$ cat src/rtl/mc_control_unit.sv
// Multi-cycle control FSM for the 8-register core: sequences fetch/decode/execute/memory/writeback.
// Define MC_CTRL_LINK_EN to implement BL (op 101); otherwise op 101 decodes as undefined.
module mc_control_unit #(
  parameter int W = 8
) (
  input  logic         clk,
  input  logic         reset,
  input  logic [15:0]  instr_in,
  input  logic         mem_ready,
  input  logic [3:0]   flags,
  output logic         mem_req,
  output logic         mem_we,
  output logic         adr_sel,
  output logic         ir_write,
  output logic         write_enable,
  output logic [2:0]   adr_dst,
  output logic [2:0]   adr_src1,
  output logic [2:0]   adr_src2,
  output logic         alu_src_a,
  output logic [1:0]   alu_src_b,
  output logic [2:0]   alu_ctrl,
  output logic [1:0]   result_src,
  output logic         flags_write,
  output logic [W-1:0] imm_ext,
  output logic         illegal
);

  typedef enum logic [2:0] {
    S_FETCH, S_DECODE, S_EXEC, S_MEM_RD, S_MEM_WR, S_WB, S_BRANCH, S_LINK_PC
  } state_t;

  localparam logic [2:0] OP_ALU_R = 3'b000;
  localparam logic [2:0] OP_ALU_I = 3'b001;
  localparam logic [2:0] OP_LDR   = 3'b010;
  localparam logic [2:0] OP_STR   = 3'b011;
  localparam logic [2:0] OP_B     = 3'b100;
  localparam logic [2:0] OP_BL    = 3'b101;

  localparam logic [2:0] REG_PC = 3'd7;
  localparam logic [2:0] REG_LR = 3'd6;

  state_t      state;
  logic [15:0] ir;

  logic [2:0] op, rd, rn, rm;
  logic       is_undef, is_branch, cond_true;
  logic       flag_v_unused;

  assign op = ir[15:13];
  assign rd = ir[12:10];
  assign rn = ir[9:7];
  assign rm = ir[6:4];
  assign flag_v_unused = flags[0];

`ifdef MC_CTRL_LINK_EN
  assign is_undef  = (op[2:1] == 2'b11);
  assign is_branch = (op == OP_B) || (op == OP_BL);
`else
  assign is_undef  = (op[2:1] == 2'b11) || (op == OP_BL);
  assign is_branch = (op == OP_B);
`endif

  // flags = {N,Z,C,V}; cond shares the rd field of branch encodings
  always_comb begin
    case (ir[12:10])
      3'b000:  cond_true = 1'b1;
      3'b001:  cond_true = flags[2];
      3'b010:  cond_true = !flags[2];
      3'b011:  cond_true = flags[1];
      3'b100:  cond_true = !flags[1];
      3'b101:  cond_true = flags[3];
      3'b110:  cond_true = !flags[3];
      default: cond_true = 1'b0;
    endcase
  end

  // NOTE: state and IR use non-blocking assignments so every register samples pre-edge values.
  always_ff @(posedge clk) begin
    if (reset) begin
      state <= S_FETCH;
      ir    <= '0;
    end else begin
      case (state)
        S_FETCH: if (mem_ready) begin
          ir    <= instr_in;
          state <= S_DECODE;
        end
        S_DECODE: begin
          if (is_undef)       state <= S_FETCH;
          else if (is_branch) state <= S_BRANCH;
          else                state <= S_EXEC;
        end
        S_EXEC: begin
          case (op)
            OP_LDR:  state <= S_MEM_RD;
            OP_STR:  state <= S_MEM_WR;
            default: state <= S_WB;
          endcase
        end
        S_MEM_RD: if (mem_ready) state <= S_WB;
        S_MEM_WR: if (mem_ready) state <= S_FETCH;
`ifdef MC_CTRL_LINK_EN
        S_BRANCH: state <= (op == OP_BL && cond_true) ? S_LINK_PC : S_FETCH;
`endif
        default: state <= S_FETCH;
      endcase
    end
  end

  always_comb begin
    imm_ext = '0;
    if (!reset) begin
      case (op)
        OP_ALU_I, OP_LDR, OP_STR: imm_ext = W'(ir[6:0]);
        OP_B, OP_BL:              imm_ext = W'($signed(ir[9:0]));
        default:                  imm_ext = '0;
      endcase
    end
  end

  // NOTE: every output gets a default first so no path through the case infers a latch.
  always_comb begin
    mem_req      = 1'b0;
    mem_we       = 1'b0;
    adr_sel      = 1'b0;
    ir_write     = 1'b0;
    write_enable = 1'b0;
    adr_dst      = 3'd0;
    adr_src1     = 3'd0;
    adr_src2     = 3'd0;
    alu_src_a    = 1'b0;
    alu_src_b    = 2'b00;
    alu_ctrl     = 3'b000;
    result_src   = 2'b00;
    flags_write  = 1'b0;
    illegal      = 1'b0;
    if (!reset) begin
      case (state)
        S_FETCH: begin
          mem_req      = 1'b1;
          alu_src_a    = 1'b1;
          alu_src_b    = 2'b10;
          adr_dst      = REG_PC;
          ir_write     = mem_ready;
          write_enable = mem_ready;
        end
        S_DECODE: begin
          adr_src1 = rn;
          adr_src2 = (op == OP_STR) ? rd : rm;
          illegal  = is_undef;
        end
        S_EXEC: begin
          if (op == OP_ALU_R) begin
            alu_ctrl    = ir[2:0];
            flags_write = ir[3];
          end else begin
            alu_src_b = 2'b01;
          end
        end
        S_MEM_RD: begin
          mem_req = 1'b1;
          adr_sel = 1'b1;
        end
        S_MEM_WR: begin
          mem_req = 1'b1;
          mem_we  = 1'b1;
          adr_sel = 1'b1;
        end
        S_WB: begin
          write_enable = 1'b1;
          adr_dst      = rd;
          result_src   = (op == OP_LDR) ? 2'b01 : 2'b00;
        end
        S_BRANCH: begin
          if (cond_true && op == OP_B) begin
            write_enable = 1'b1;
            adr_dst      = REG_PC;
            alu_src_a    = 1'b1;
            alu_src_b    = 2'b01;
          end
`ifdef MC_CTRL_LINK_EN
          if (cond_true && op == OP_BL) begin
            write_enable = 1'b1;
            adr_dst      = REG_LR;
            result_src   = 2'b10;
          end
`endif
        end
        S_LINK_PC: begin
          write_enable = 1'b1;
          adr_dst      = REG_PC;
          alu_src_a    = 1'b1;
          alu_src_b    = 2'b01;
        end
        default: ;
      endcase
    end
  end

endmodule

$ cat config.mk
export PLATFORM = sky130hd
export DESIGN_NAME = mc_control_unit
export DESIGN_NICKNAME = d
export VERILOG_FILES = /design/src/rtl/mc_control_unit.sv
export SDC_FILE = /design/constraint.sdc
export NUM_CORES = 1
export LEC_CHECK = 0
export CAP_MARGIN = 20
export CORE_UTILIZATION = 42
export CTS_CLUSTER_SIZE = 24
export DETAILED_ROUTE_END_ITERATION = 7
export PLACE_DENSITY = 0.85
export SETUP_SLACK_MARGIN = 0.1
export SKIP_LAST_GASP = 1
export SLEW_MARGIN = 20
export SYNTH_ARGS = -nofsm -noshare
export SYNTH_HDL_FRONTEND = slang
export SYNTH_SLANG_ARGS = --single-unit
$ cat constraint.sdc
create_clock -name clk -period 2 [get_ports clk]
set_input_delay 0.2 -clock clk [delete_from_list [all_inputs] [get_ports clk]]
set_output_delay 0.2 -clock clk [all_outputs]
set_load 0.03 [all_outputs]
Word-level counts from Yosys, hierarchy flattened:

Index checks and enable logic that the tools add are counted.

* register bits: 19
* bits in latches: 0
* memory bits (writable): 0
* memory bits (read-only): 0
* input bits: 23
* output and inout bits: 32
* memories: 0

* add/sub/neg operators: 0
* multiply operators: 0
* div/mod/pow operators: 0
* $lt $le $gt $ge: 0
* equality and inequality tests: 22
* shift-type cells: 0
* multiplexer cells: 46
* bitwise logic cells: 0
* reduce and logical (&&, ||, !) cells: 16

Operator list (count)
* two-way mux 3 bit: 15
* equality test 3 bit (second input constant): 9
* two-way mux 1 bit: 21
* equality test 3 x 2 -> 1 bit (second input constant): 6
* case mux 8 bit (2 select lines): 1
* case mux 3 bit (5 select lines): 1
* equality test 3 x 1 -> 1 bit (second input constant): 3
* logical NOT 3 bit: 3
* case mux 3 bit (3 select lines): 1
* two-way mux 8 bit: 1
* case mux 2 bit (4 select lines): 1
* OR reduction 2 bit: 4
* case mux 1 bit (7 select lines): 1
* inequality test 2 bit (second input constant): 3
* case mux 3 bit (2 select lines): 1
* OR reduction 3 bit: 2
* logical NOT 1 bit: 3
* case mux 1 bit (3 select lines): 1
* AND reduction 3 bit: 1
* equality test 2 bit (second input constant): 1
* two-way mux 2 bit: 1
* case mux 1 bit (2 select lines): 1
* AND reduction 2 bit: 1
* logical AND 1 bit: 1
* logical OR 1 bit: 1

Longest topological paths before layout:

Gate-level depths: netlist (run 1).

* word-level depth: 6
* mapped depth: 6
* depth with buffers taken out: 4

Worst setup path after synthesis (run 1):

OpenSTA, ideal clock, no wires.

* kind: register to output
* from: register ir[14]
* to: output port result_src[0]
* arrival: 1819 ps
* required time: 1800 ps
* setup slack: -19 ps
* stages on the path, launching flop included: 4
* buffers on the path: 1
* cells stage by stage: dfxtp_1 > buf_2 > or3b_2 > nor4_1

* cells in the longest elaborated chain, start to end: 4

Ends and longest elaborated chain
* start, declared: RTL line 43 `logic [15:0] ir;`
* start signal, assigned: RTL line 85 `ir <= instr_in;`
* equality test 3 x 2 -> 1 bit: RTL line 172 `result_src = (op == OP_LDR) ? 2'b01 : 2'b00;`
* two-way mux 1 bit: RTL line 172
* two-way mux 1 bit: RTL line 138 `case (state)`
* two-way mux 1 bit: RTL line 137 `if (!reset) begin`
* end, declared: RTL line 22 `output logic [1:0] result_src,`

No other way between the ends.

Final worst setup path (run 1):

* from: register ir[12]
* to: output port alu_src_b[0]

* cells in the longest elaborated chain, start to end: 6
* elaborated cells between the ends (all ways): 12

Ends and longest elaborated chain
* equality test 3 bit (tied with other cells): RTL line 65 `case (ir[12:10])`
* case mux 1 bit (7 select lines) (*): RTL line 65
* logical AND 1 bit (*): RTL line 175 `if (cond_true && op == OP_B) begin`
* two-way mux 1 bit (*): RTL line 175
* case mux 2 bit (4 select lines) (*): RTL line 138
* two-way mux 2 bit (*): RTL line 137
* end, declared: RTL line 20 `output logic [1:0] alu_src_b,`

Mark *: on every way between the ends. The rest lies on a longest branch, timed or not.

==> flow_metrics.tcl, run 1 <==
set metrics [dict create \
    cellPowerDensity_mw_per_mm2 891 \
    final_cell_mix "40 x buf_4, 28 x nor2_1, 25 x nand2_1, 22 x a21oi_1, 21 x clkdlybuf4s50_1" \
    antenna_cells 0 \
    firstDrtPassIters 4 \
    ant_nets 0 \
    insertion_delay_ns 0.31 \
    critPathMaxStageDelay_ns 0.43 \
    yosys_most_used_dff "dfxtp_1" \
    syn_area_mm2 0.00125 \
    yosysSeqAreaShare_pct 30.5 \
    required_ns 1.80 \
    drv_cap 0 \
    layout_commonest_cell "buf_4" \
    cts_buffers 3 \
    dp_hpwl_um 2500 \
    holdWs_ns 0.410 \
    synth.area.top_cells "dfxtp_1 30%, nor2_1 9.0%, a21oi_1 8.8%" \
    finClkSkew_ns 0.0136 \
    crit_slowest_cell "a221o_2" \
    die_height_um 56.5 \
    syn_inst 180 \
    htreeDepth 1 \
    place_congestion 0.819 \
    ys_types 38 \
    outcome "finished with violations" \
    violations "negative setup slack" \
    area_growth_pct 52.4 \
    syn_nets 203 \
    cts_tree "built" \
    wl_per_cell_um 12.9 \
    synth_edf_count 0 \
    max_freq_ghz 0.499 \
    critPathMaxFanout 6 \
    finalSetupViolations 1 \
    drive_above_1_share_pct 31.1 \
    p_leak_nw 0.789 \
    synth_top_cell_by_area "dfxtp_1" \
    first_iter_violations 35 \
    synthesis.area_per_instance_um2 6.93 \
    initial_core_util_pct 44.8 \
    crit_type "reg2out" \
    cts_root_buffer "clkbuf_4" \
    cp_cell_sequence "or2b_1 -> o311ai_1 -> a221o_2 -> a221oi_2 -> buf_4" \
    hold_violations 0 \
    grt_util_all_layers_pct 21.5 \
    holdCritPathClass "in2reg" \
    grt_pass1_vias 1278 \
    startpoint_type "flip-flop" \
    fillers 254 \
    synth_top_area_share_pct 30.5 \
    core-area_mm2 0.00278 \
    power_mw 1.69 \
    clock-sinks 19 \
    fin_ws_ns -0.00475 \
    grt_max_degree 29 \
    clk_pin_slew_worst_paths_ns 0.12 \
    fin_crit_ns 2.00 \
    finalCritPeriodShare_pct 100 \
    ir_drop_mv 0.856 \
    ys_async_sr_fraction_pct 0 \
    die_x_um 56.5 \
    grt_setup_unrepaired "yes" \
    vias_per_cell 5.30 \
    clk_path_buf_depth 2 \
    hold_buffers 0 \
    grt.overflow.total 0 \
    antenna_found_initial 0 \
    synth_seq_cells 19 \
    drc 0 \
    fp.dieArea_mm2 0.00319 \
    grt_pass1_wl_um 5480 \
    rrSetupSlack_ns 0.43 \
    vias 1410 \
    maxSlewViolCount 0 \
    row_count 19 \
    layout.nets 259 \
    cp-end-kind "primary output" \
    worst-endpoint-arrival_ns 1.80 \
    routed_wl_um 3420 \
    boundaryPins 55 \
    yosys_warnings 0 \
    portBuffers 52 \
]
-- state kept, by name, indices dropped and copies added (netlist names) --
register and flops:
ir 16, state 3
-- final timing paths --
| check | start | endpoint | depth (start not counted) |
|---|---|---|---|
| worst min register to register | ir[9] | ir[9] | 2 |
| worst max register to register | state[1] | ir[10] | 6 |
| worst max-delay path | ir[12] | alu_src_b[0] | 5 |
| worst min-delay path | instr_in[12] | ir[12] | 3 |
-- layout make-up --
type | instances | area [µm²] | area share, %
sequential | 19 | 397 | 20.9
inverter | 2 | 7.51 | 0.395
timing repair buffer | 67 | 574 | 30.2
tap | 31 | 38.8 | 2.04
clock buffer | 3 | 22.5 | 1.18
clock inverter | 1 | 7.51 | 0.395
multi-input combinational | 143 | 853 | 44.9
-- through the flow --
step / std cells / worst slack [ns] / setup TNS [ns] / cell area (µm²) / util [%]
final: 266 / -0.00475 / -0.00475 / 1900 / 68.3
after global placement: 258 / 0.0404 / 0 / 1760 / 63.4
after CTS: 264 / -0.0146 / -0.0146 / 1840 / 66.0
after floorplan: 180 / 0.158 / 0 / 1250 / -
after detailed placement: 258 / 0.0270 / 0 / 1760 / 63.4
after global routing: 266 / -0.0972 / -0.275 / 1900 / 68.3
-- where the power goes --
group	switching [mW]	total, mW	internal [mW]	leakage [nW]
logic	0.541	0.946	0.405	0.615
registers	0.0760	0.542	0.466	0.160
clock network	0.129	0.206	0.0764	0.0139
-- cell families after synthesis --
logic type	share of synthesized area [%]
and+or+nand+nor	37.6
AOI/OAI and AO/OA	22.7
DFF	30.5
buffers and inverters	6.52
muxes	2.41
other	0.301
-- synthesized netlist by cell type (3+ instances only) --
master    instances
o21ai_0           4
nor3_1            5
dfxtp_1          19
o211ai_1          4
a31oi_1           5
and3_1            4
and2_1            5
clkbuf_1          7
mux2i_1           3
a21oi_1          22
nor2_1           30
nand2_1          25
buf_2             6
nand2b_1         10
-- layer usage --
layer | global-route usage [%] | vias to the layer above | wire (µm)
met2 | 36.1 | 40 | 1740
li1 | - | 726 | -
met5 | 0 | - | 0
met1 | 27.5 | 637 | 1510
met4 | 6.97 | 0 | 49
met3 | 4.15 | 7 | 128
-- timing repair --
item                                    4_1_cts  5_1_grt
endpoints found under the setup margin       16       18
setup buffers                                 2        2
gates cloned                                  0        0
resized for setup                            19       15
pin swaps                                     7        3
-- worst max-delay path: cells and delay by family (launching register included) --
kind,cells,cell delay [ns]
AOI/OAI and AO/OA,3,0.78
DFF,1,0.38
buffers and inverters,1,0.20
and+or+nand+nor,1,0.14
Power figures use the tool's default switching activity.
==> inputs of run 2 (changes only) <==
--- a/config.mk
+++ b/config.mk
@@ -6,6 +6,7 @@
 export NUM_CORES = 1
 export LEC_CHECK = 0
 export CAP_MARGIN = 20
+export CORE_MARGIN = 5
 export CORE_UTILIZATION = 42
 export CTS_CLUSTER_SIZE = 24
 export DETAILED_ROUTE_END_ITERATION = 7
==> run 2 against run 1 <==
  * Flip-flop and latch count stayed put
  * Clock skew is 0.0057 ns lower
  * Combinational power grew 1%
  * Utilization fell by 1.7 points
  * The flow still finishes with violations (negative setup slack)
  * Critical endpoint unchanged
  * Fmax fell by 0.51%
  * Worst hold slack improved by 0.013 ns
==> flow_metrics.tcl, run 2 (synthesis results as in run 1) <==
set metrics [dict create \
    outcome "finished with violations" \
    violations "negative setup slack" \
    clk_path_buf_depth 2 \
    dp.cells 260 \
    postPlaceCellArea_mm2 0.00177 \
    required_ns 1.80 \
    hold_violations 0 \
    crit_type "reg2out" \
    core-area_mm2 0.00281 \
    critPathMaxStageDelay_ns 0.43 \
    drive_above_1_share_pct 31.4 \
    routed_wl_um 3710 \
    portBuffers 52 \
    fin_setup_tns_ns -0.0150 \
    final_area_mm2 0.00187 \
    place_congestion 0.898 \
    first_iter_violations 87 \
    drv_cap 0 \
    fp.dieArea_mm2 0.00416 \
    holdCritPathClass "in2reg" \
    stdcell_count 270 \
    top_register "ir" \
    maxSlewViolCount 0 \
    htreeDepth 1 \
    grt_setup_unrepaired "yes" \
    switching_share_pct 43.9 \
    clk_pin_slew_worst_paths_ns 0.11 \
    ant_nets 0 \
    grt_pass1_wl_um 6020 \
    final_cell_mix "46 x buf_4, 28 x nor2_1, 25 x nand2_1, 22 x a21oi_1, 21 x clkdlybuf4s50_1" \
    utilization_pct 66.6 \
    die_x_um 64.5 \
    rrSetupSlack_ns 0.55 \
    wl_per_cell_um 13.8 \
    startpoint_type "flip-flop" \
    p_leak_nw 0.806 \
    insertion_delay_ns 0.30 \
    grt_util_all_layers_pct 17.9 \
    timing.rr.end "ir[1]" \
    largest_reg_flops 16 \
    die_height_um 64.5 \
    fin_crit_ns 2.01 \
    cts_root_buffer "clkbuf_4" \
    antenna_cells 0 \
    finClkSkew_ns 0.00799 \
    firstDrtPassIters 4 \
    ir_drop_mv 0.507 \
    critPathMaxFanout 6 \
    fillers 270 \
    row_count 19 \
    power_switching_mw 0.742 \
    holdWs_ns 0.423 \
    dp_hpwl_um 2660 \
    grt_max_degree 17 \
    biggestRegsByFlops "ir x16, state x3" \
    cp-startpoint "ir[12]" \
    reg2reg_from "state[0]" \
    cts_tree "built" \
    initial_core_util_pct 44.5 \
    p_clk_share_pct 11.6 \
    cp-end-kind "primary output" \
    area_growth_pct 49.8 \
    cp_cell_sequence "buf_4 -> nand2_1 -> o211ai_1 -> a221o_2 -> a221oi_2 -> buf_4" \
    max_freq_ghz 0.496 \
    antenna_found_initial 0 \
    vias 1432 \
    drc 0 \
    critPathCapture "alu_src_b[0]" \
    hold_buffers 0 \
    power.internal_mw 0.947 \
    grt.overflow.total 0 \
    boundaryPins 55 \
    comb_power_share_pct 56.5 \
    layout.nets 263 \
    finalSetupViolations 1 \
    layout_commonest_cell "buf_4" \
    cp_common_cell "buf_4" \
    crit_slowest_cell "a221o_2" \
    power_mw 1.69 \
    cellPowerDensity_mw_per_mm2 904 \
    cts_buffers 3 \
    vias_per_cell 5.30 \
    grt_pass1_vias 1373 \
    sequentialPowerShare_pct 31.9 \
    r2r_cells 6 \
    finalCritPeriodShare_pct 101 \
    fin_ws_ns -0.0150 \
    pre_cts_ws_ns 0.0210 \
    worst-endpoint-arrival_ns 1.81 \
    clock-sinks 19 \
]
## run 2: power groups by stage
stage                     registers [mW]  logic [mW]  clock network [mW]
after CTS                          0.533       0.910               0.197
after detailed placement           0.542       0.868                   0
final                              0.540       0.955               0.196
after global placement             0.540       0.856                   0
after floorplan                    0.498       0.614                   0
after global routing               0.551        1.05               0.213
## run 2: worst min path at each step
stage               cells after the start  slack (ns)          from      to
floorplan                               2        0.34   instr_in[8]   ir[8]
global placement                        2        0.44         ir[9]   ir[9]
detailed placement                      2        0.45         ir[8]   ir[8]
CTS                                     3        0.43  instr_in[12]  ir[12]
global route                            3        0.41  instr_in[14]  ir[14]
finish                                  3        0.42  instr_in[14]  ir[14]
## run 2: what timing repair did
action	CTS	global route
resized for setup	12	15
setup buffers	4	3
pin swaps	5	6
setup endpoints to repair	13	22
## run 2: final cells by class
type	count	area (µm²)	share of cell area (%)
multi-input cells	143	820	43.8
inverters	2	7.51	0.402
well taps	31	38.8	2.07
flip-flops and latches	19	394	21.1
clock inverters	1	5.00	0.268
clock buffers	3	22.5	1.20
repair buffers	71	582	31.1
## run 2: critical path, delay by kind of cell (launching register included)
family	cells	cell delay (ns)
compound gates	3	0.78
buf+inv	2	0.33
flops	1	0.35
simple gates	1	0.06
## run 2: routing by layer
| metal | vias to the layer above | track usage (%) | share of wire (%) | routed length [µm] |
|---|---|---|---|---|
| met5 | - | 0 | 0 | 0 |
| met1 | 652 | 21.6 | 43 | 1600 |
| met3 | 7 | 1.38 | 4.8 | 177 |
| met2 | 38 | 32.0 | 50 | 1870 |
| li1 | 735 | - | - | - |
| met4 | 0 | 8.71 | 1.8 | 66 |
